===== src/rtl/cla_add_arbiter_if.sv =====
// Request/response bundle between adder clients and the shared CLA add pipeline.
// Requester i owns slice [i*WIDTH +: WIDTH] of req_a/req_b and bit i of the other request vectors.
interface cla_add_arbiter_if #(
  parameter int unsigned WIDTH = 32,
  parameter int unsigned NREQ  = 4,
  parameter int unsigned IDW   = 2
);
  logic [NREQ-1:0]       req_valid;
  logic [NREQ-1:0]       req_ready;
  logic [NREQ*WIDTH-1:0] req_a;
  logic [NREQ*WIDTH-1:0] req_b;
  logic [NREQ-1:0]       req_cin;
  logic                  rsp_valid;
  logic                  rsp_ready;
  logic [IDW-1:0]        rsp_id;
  logic [WIDTH:0]        rsp_sum;
  logic                  busy;

  modport slave (
    input  req_valid, req_a, req_b, req_cin, rsp_ready,
    output req_ready, rsp_valid, rsp_id, rsp_sum, busy
  );

  modport master (
    output req_valid, req_a, req_b, req_cin, rsp_ready,
    input  req_ready, rsp_valid, rsp_id, rsp_sum, busy
  );
endinterface


===== src/rtl/cla_add_arbiter.sv =====
// Round-robin shared 2-stage carry-lookahead add pipeline: operand register, then sum register.
// Results are tagged with the owning requester index and returned on one valid/ready channel.

module CLAGenerator #(
  parameter int unsigned WIDTH = 32
) (
  input  logic [WIDTH-1:0] i_a,
  input  logic [WIDTH-1:0] i_b,
  input  logic             i_cin,
  output logic [WIDTH:0]   o_sum
);
  localparam int unsigned NGrp = (WIDTH + 3) / 4;
  localparam int unsigned PW   = NGrp * 4;

  logic [PW-1:0] w_a;
  logic [PW-1:0] w_b;
  logic [PW-1:0] w_g;
  logic [PW-1:0] w_p;
  logic [PW:0]   w_c;
  logic [PW:0]   w_full;

  // 4-bit lookahead groups; zero padding above WIDTH turns the top carry into sum bit WIDTH.
  always_comb begin
    logic c0;
    w_a            = '0;
    w_b            = '0;
    w_a[WIDTH-1:0] = i_a;
    w_b[WIDTH-1:0] = i_b;
    w_g            = w_a & w_b;
    w_p            = w_a ^ w_b;
    w_c            = '0;
    w_c[0]         = i_cin;
    for (int j = 0; j < NGrp; j++) begin
      c0 = w_c[4*j];
      w_c[4*j+1] = w_g[4*j] | (w_p[4*j] & c0);
      w_c[4*j+2] = w_g[4*j+1] | (w_p[4*j+1] & w_g[4*j]) | (w_p[4*j+1] & w_p[4*j] & c0);
      w_c[4*j+3] = w_g[4*j+2] | (w_p[4*j+2] & w_g[4*j+1])
                 | (w_p[4*j+2] & w_p[4*j+1] & w_g[4*j])
                 | (w_p[4*j+2] & w_p[4*j+1] & w_p[4*j] & c0);
      w_c[4*j+4] = w_g[4*j+3] | (w_p[4*j+3] & w_g[4*j+2])
                 | (w_p[4*j+3] & w_p[4*j+2] & w_g[4*j+1])
                 | (w_p[4*j+3] & w_p[4*j+2] & w_p[4*j+1] & w_g[4*j])
                 | (w_p[4*j+3] & w_p[4*j+2] & w_p[4*j+1] & w_p[4*j] & c0);
    end
    w_full = {w_c[PW], w_p ^ w_c[PW-1:0]};
  end

  assign o_sum = w_full[WIDTH:0];
endmodule

module cla_add_arbiter #(
  parameter int unsigned WIDTH = 32,
  parameter int unsigned NREQ  = 4,
  parameter int unsigned IDW   = 2
) (
  input  logic              clock,
  input  logic              reset_n,
  cla_add_arbiter_if.slave  bus
);
  localparam logic [IDW:0]   NreqW = (IDW+1)'(NREQ);
  localparam logic [IDW-1:0] LastId = IDW'(NREQ - 1);

  logic [IDW-1:0] r_ptr;
  logic           r_s1_valid;
  logic [WIDTH-1:0] r_a;
  logic [WIDTH-1:0] r_b;
  logic           r_cin;
  logic [IDW-1:0] r_s1_id;
  logic           r_s2_valid;
  logic [WIDTH:0] r_rsp_sum;
  logic [IDW-1:0] r_rsp_id;

  logic           w_s1_adv;
  logic           w_s1_load;
  logic           w_found;
  logic           w_xfer;
  logic [IDW:0]   w_idx;
  logic [IDW-1:0] w_gnt;
  logic [WIDTH-1:0] w_a;
  logic [WIDTH-1:0] w_b;
  logic           w_cin;
  logic [WIDTH:0] w_sum;

  assign w_s1_adv  = r_s1_valid & (~r_s2_valid | bus.rsp_ready);
  assign w_s1_load = ~r_s1_valid | w_s1_adv;

  // First valid requester scanning upward from r_ptr, wrapping at NREQ (need not be 2**IDW).
  always_comb begin
    w_found = 1'b0;
    w_gnt   = '0;
    w_idx   = '0;
    for (int k = 0; k < NREQ; k++) begin
      w_idx = {1'b0, r_ptr} + (IDW+1)'(k);
      if (w_idx >= NreqW) begin
        w_idx = w_idx - NreqW;
      end
      if (!w_found && bus.req_valid[w_idx[IDW-1:0]]) begin
        w_found = 1'b1;
        w_gnt   = w_idx[IDW-1:0];
      end
    end
  end

  // Gating with reset_n keeps req_ready low for the whole asynchronous reset window.
  assign w_xfer = w_found & w_s1_load & reset_n;

  always_comb begin
    bus.req_ready = '0;
    if (w_xfer) begin
      bus.req_ready[w_gnt] = 1'b1;
    end
  end

  always_comb begin
    w_a   = '0;
    w_b   = '0;
    w_cin = 1'b0;
    for (int i = 0; i < NREQ; i++) begin
      if (w_gnt == IDW'(i)) begin
        w_a   = bus.req_a[i*WIDTH +: WIDTH];
        w_b   = bus.req_b[i*WIDTH +: WIDTH];
        w_cin = bus.req_cin[i];
      end
    end
  end

  always_ff @(posedge clock or negedge reset_n) begin
    if (!reset_n) begin
      r_ptr      <= '0;
      r_s1_valid <= 1'b0;
      r_a        <= '0;
      r_b        <= '0;
      r_cin      <= 1'b0;
      r_s1_id    <= '0;
    end else if (w_xfer) begin
      r_ptr      <= (w_gnt == LastId) ? '0 : w_gnt + 1'b1;
      r_s1_valid <= 1'b1;
      r_a        <= w_a;
      r_b        <= w_b;
      r_cin      <= w_cin;
      r_s1_id    <= w_gnt;
    end else if (w_s1_adv) begin
      r_s1_valid <= 1'b0;
    end
  end

  CLAGenerator #(
    .WIDTH(WIDTH)
  ) u_cla (
    .i_a  (r_a),
    .i_b  (r_b),
    .i_cin(r_cin),
    .o_sum(w_sum)
  );

  // A response taken in the same cycle as s1_adv is replaced directly, so no bubble appears.
  always_ff @(posedge clock or negedge reset_n) begin
    if (!reset_n) begin
      r_s2_valid <= 1'b0;
      r_rsp_sum  <= '0;
      r_rsp_id   <= '0;
    end else if (w_s1_adv) begin
      r_s2_valid <= 1'b1;
      r_rsp_sum  <= w_sum;
      r_rsp_id   <= r_s1_id;
    end else if (r_s2_valid && bus.rsp_ready) begin
      r_s2_valid <= 1'b0;
    end
  end

  assign bus.rsp_valid = r_s2_valid;
  assign bus.rsp_sum   = r_rsp_sum;
  assign bus.rsp_id    = r_rsp_id;
  assign bus.busy      = r_s1_valid | r_s2_valid;
endmodule


===== src/flat_wrapper.sv =====
// flat-port wrapper written by rule: the top's interface ports become plain ports
module cla_add_arbiter_flat 
#(
  parameter int unsigned WIDTH = 32,
  parameter int unsigned NREQ  = 4,
  parameter int unsigned IDW   = 2
)
  (clock, reset_n, bus_req_valid, bus_req_a, bus_req_b, bus_req_cin, bus_rsp_ready, bus_req_ready, bus_rsp_valid, bus_rsp_id, bus_rsp_sum, bus_busy);
  cla_add_arbiter_if #(.WIDTH(WIDTH), .NREQ(NREQ), .IDW(IDW)) bus_i ();
  input  logic clock;
  input  logic reset_n;
  input wire logic [$bits(bus_i.req_valid)-1:0] bus_req_valid;
  input wire logic [$bits(bus_i.req_a)-1:0] bus_req_a;
  input wire logic [$bits(bus_i.req_b)-1:0] bus_req_b;
  input wire logic [$bits(bus_i.req_cin)-1:0] bus_req_cin;
  input wire logic [$bits(bus_i.rsp_ready)-1:0] bus_rsp_ready;
  output wire logic [$bits(bus_i.req_ready)-1:0] bus_req_ready;
  output wire logic [$bits(bus_i.rsp_valid)-1:0] bus_rsp_valid;
  output wire logic [$bits(bus_i.rsp_id)-1:0] bus_rsp_id;
  output wire logic [$bits(bus_i.rsp_sum)-1:0] bus_rsp_sum;
  output wire logic [$bits(bus_i.busy)-1:0] bus_busy;
  assign bus_i.req_valid = bus_req_valid;
  assign bus_i.req_a = bus_req_a;
  assign bus_i.req_b = bus_req_b;
  assign bus_i.req_cin = bus_req_cin;
  assign bus_i.rsp_ready = bus_rsp_ready;
  assign bus_req_ready = bus_i.req_ready;
  assign bus_rsp_valid = bus_i.rsp_valid;
  assign bus_rsp_id = bus_i.rsp_id;
  assign bus_rsp_sum = bus_i.rsp_sum;
  assign bus_busy = bus_i.busy;
  cla_add_arbiter #(.WIDTH(WIDTH), .NREQ(NREQ), .IDW(IDW)) u_core (.clock(clock), .reset_n(reset_n), .bus(bus_i));
endmodule

===== config.mk =====
export PLATFORM = sky130hd
export DESIGN_NAME = cla_add_arbiter_flat
export DESIGN_NICKNAME = d
export VERILOG_FILES = /design/src/rtl/cla_add_arbiter_if.sv /design/src/rtl/cla_add_arbiter.sv /design/src/flat_wrapper.sv
export SDC_FILE = /design/constraint.sdc
export NUM_CORES = 1
export LEC_CHECK = 0
export CORE_MARGIN = 2
export CORE_UTILIZATION = 44
export CTS_BUF_LIST = sky130_fd_sc_hd__clkbuf_8 sky130_fd_sc_hd__clkbuf_16
export CTS_CLUSTER_SIZE = 14
export DETAILED_ROUTE_END_ITERATION = 8
export PLACE_DENSITY = 0.83
export SYNTH_ARGS = -nofsm -noshare
export SYNTH_HDL_FRONTEND = slang
export SYNTH_SLANG_ARGS = --single-unit

===== constraint.sdc =====
create_clock -name clock -period 4.1 [get_ports clock]
set_clock_uncertainty 0.15 [all_clocks]
set_input_delay 0.82 -clock clock [delete_from_list [all_inputs] [get_ports clock]]
set_output_delay 0.82 -clock clock [all_outputs]
set_load 0.01 [all_outputs]

==> out/metrics.csv <==
stage,metric,value,unit
power,maximum VDD drop,0.0004641,V
clock_network,H-Tree Depth,3,
synth,Ys Warns,0,
global_routing,vias in the first global route,7295,
synth,synthesized flop and latch total,106,
sta,Max Slew Vio Count,0,
die,Core Area,0.01600,mm²
clock_network,later-pin clock latency in the skew report,0.35,ns
sta,setup TNS,0,ns
synth,area share of the largest cell type after synthesis,36.56,%
sta,fin crit share,95.98,%
final_layout,Final nets,1500,
place,placed cells,1394,
place,Port Buffer Count,307,
final_layout,Area Overhead vs Synth,49.60,%
routing,initial DRC count,522,
critical_path,FF-to-FF End,u_core.bus.rsp_sum[25]$_DFFE_PN0P_,
sta,RSZ-0062 raised after global routing,false,
critical_path,"most used cell, CP",clkdlybuf4s50_1,
synth,Post-Syn Nets,1234,
global_routing,residual overflow from global routing,0,
status,status,completed,
synth,Mapped Avg Cell Area,7.860,µm²
routing,Wirelength per Cell,18.07,µm
power,Leak,4.482,nW
min_path,hold path start,u_core.bus.rsp_sum[8]$_DFFE_PN0P_,
synth,Synth Area in Compound Gates,30.37,%
critical_path,Critical Path AT,2.96,ns
synth,fraction of registers with async set/reset,100.0,%
synth,"Cell Area, Synth",0.007254,mm²
place,RePlAce Congestion,0.9125,
routing,Remaining DRCs,0,
synth,main combinational cell family by area after synthesis,compound AO/OA/AOI/OAI gates,
clock_network,"Hold-fix buffers, CTS",0,
synth,xor and xnor area share after synthesis,1.570,%
clock_network,CTS root buf,clkbuf_16,
synth,mux cell area share after synthesis,0.5864,%
die,Starting Density,45.34,%
routing,via count of the routed design,7733,
clock_network,clock slew at reported path FFs,0.07,ns
routing,vias per std cell,5.473,
power,Cell Pwr Density,692.7,mW/mm²
synth,ys flop type,dfrtp_1,
global_routing,first-pass GRT wire length,39690,µm
die,Die X,132.4,µm
place,post-place setup slack,0.2409,ns
power,Total Power,7.518,mW
die,die height,132.4,µm
clock_network,clock buffer count from CTS,9,
job,Max-cap violations,0,
critical_path,CP bufs+invs,3,
final_layout,post-layout util,67.83,%
global_routing,largest net degree at the start of global routing,131,
critical_path,critical-path cell list,clkdlybuf4s50_1 > a21oi_1 > nor3_1 > inv_1 > ha_1 > and2_1 > clkdlybuf4s50_1,
critical_path,cell count of the worst reg-to-reg path,11,
sta,hold slack,0.3244,ns
sta,Fmax achieved,254.1,MHz
critical_path,Critical Path Max Stage Delay,0.54,ns
clock_network,CTS resizes,0,
place,Placed Area,0.01053,mm²
sta,minimum clock period,3.935,ns
synth,Synth Instances,923,
final_layout,layout cell share with drive strength beyond 1,5.276,%
critical_path,WP data required,3.13,ns
global_routing,GRT Overall Usage,28.81,%
global_routing,initial antenna violation count,4,
final_layout,design area,0.01085,mm²
routing,1st-pass router iterations,5,
clock_network,postcts setup bufs,0,
min_path,Worst Hold Class,register to register,
sta,Least-Margin Pin Slew,1.002,ns
final_layout,Non-Filler Instances,1413,
min_path,Hold Path End,u_core.bus.rsp_sum[8]$_DFFE_PN0P_,
critical_path,CP Capture Type,output port,
min_path,WHS Path Cells,2,
sta,final setup fails,0,
synth,Post-synth EDFFs,0,
die,Die Area,0.01753,mm²
critical_path,family with the most delay on the worst path,buffers and inverters,
final_layout,# fillers,1397,
critical_path,Worst setup SP type,input pin,
die,num rows,46,
sta,number of hold violations in the final report,0,
critical_path,R2R Path Start,u_core.r_b[9]$_DFFE_PN0P_,
die,IO Count,308,
routing,wire length reported by the detailed router,25530,µm
sta,relative slew slack,33.21,%
critical_path,Crit Path Class,input pin to output port,
sta,Setup WS post-layout,0.1650,ns
place,hpwl dp,20250,µm
clock_network,clock sinks,106,
clock_network,Clock Tree Buf Depth,2,
synth,Simple-Gate Fraction of Synth Area,18.14,%
synth,post-synthesis sequential area ratio,36.56,%
synth,synth top area cells,"dfrtp_1, a21oi_1, nor2_1, a22oi_1, ha_1",
routing,Routed Antenna Nets,0,
synth,Adder-Cell Fraction of Synth Area,8.417,%
critical_path,FF-to-FF setup slack,0.47,ns
critical_path,"slowest stage cell, crit path",clkdlybuf4s50_1,
critical_path,worst-path fanout max,5,
synth,"area leader, netlist",dfrtp_1,
clock_network,CTS tree,built,
synth,synth unique cells,56,
==> cells in the mapped netlist (3+ instances only) <==
cell type,number
a21o_1,8
o21ai_0,35
dfrtp_1,106
and3_2,3
xnor2_1,11
o31ai_1,3
fa_1,8
clkbuf_1,51
or2_2,3
o21bai_1,3
nor2_1,199
and2_1,7
inv_1,17
buf_1,16
o21a_1,4
nand2_1,70
a31oi_1,3
ha_1,36
nand2b_1,4
nor3b_1,3
nand3_1,8
a21oi_1,203
o211ai_1,7
a22oi_1,64
a211oi_1,5
nor3_1,4
==> sequential cells by signal, summed over array words and instances (netlist names) <==
register,count
u_core.r_s1_valid,1
u_core.r_a,32
u_core.r_s1_id,2
u_core.bus.rsp_id,2
u_core.bus.rsp_sum,33
u_core.r_b,32
u_core.bus.rsp_valid,1
u_core.r_cin,1
u_core.r_ptr,2
==> layout by cell type, fill, tap and decap left out, types with 4 or more instances in the layout <==
master             n
clkdlybuf4s50_1  306
a21oi_1          202
nor2_1           199
dfrtp_1          106
nand2_1           69
a22oi_1           64
o21ai_0           35
ha_1              33
inv_1             17
buf_4             14
xnor2_1           11
clkbuf_16          9
nand3_1            8
a21o_1             8
fa_1               8
and2_1             7
o211ai_1           7
a211oi_1           5
nor3_1             4
nand2b_1           4
o21a_1             4
==> kinds of logic (layout without fill, tap and decap cells) <==
| family | Yosys count | in the layout |
|---|---|---|
| and+or+nand+nor | 314 | 314 |
| other | 0 | 3 |
| buffers and inverters | 84 | 355 |
| AOI/OAI and AO/OA | 358 | 358 |
| xor gates and xnor gates | 13 | 13 |
| muxes | 4 | 4 |
| DFF | 106 | 106 |
| adders and majority gates | 44 | 44 |
==> where the power goes <==
part / total, mW / internal (mW) / switching [mW] / leakage, nW
Clock: 0.914 / 0.523 / 0.390 / 0.159
Combinational: 4.69 / 2.10 / 2.59 / 3.07
Sequential: 1.92 / 1.51 / 0.402 / 1.26
Total: 7.52 / 4.14 / 3.38 / 4.48
==> area by class of cell <==
type	count	area (µm²)	share of cell area, %
Timing Repair Buffer	322	3208	29.56
Clock buffer	12	266.5	2.456
Inverter	17	63.81	0.5880
Multi-Input combinational cell	733	4335	39.95
Tap cell	216	270.3	2.490
Antenna cell	3	7.507	0.06917
Sequential cell	106	2653	24.44
Clock inverter	4	48.80	0.4496
==> worst max-delay path by stage <==
stage | startpoint | end | cells past startpoint
CTS | bus_req_valid[3] | bus_req_ready[0] | 7
floorplan | bus_req_valid[2] | bus_req_ready[3] | 8
global route | bus_req_valid[0] | bus_req_ready[0] | 8
finish | bus_req_valid[3] | bus_req_ready[0] | 7
detailed placement | bus_req_valid[3] | bus_req_ready[0] | 7
global placement | bus_req_valid[2] | bus_req_ready[3] | 6
==> worst register-to-register path, cell delays in order, from the launching register on <==
cell and delay, ns:
dfrtp_1 0.44, ha_1 0.41, a21o_1 0.23, a221o_1 0.37
a32oi_2 0.33, a311oi_2 0.20, o31ai_2 0.29, a21oi_1 0.12
or2_1 0.24, fa_1 0.43, xnor2_1 0.19, o21ai_0 0.09
==> layer usage <==
metal | global-route usage (%) | wire (µm) | part of all wire [%]
met4 | 10.10 | 691 | 2.7
met1 | 39.54 | 11350 | 44
met2 | 45.94 | 12050 | 47
met3 | 5.075 | 1426 | 5.6
met5 | 0 | 13 | 0.051
(Power assumes the default switching activity.)
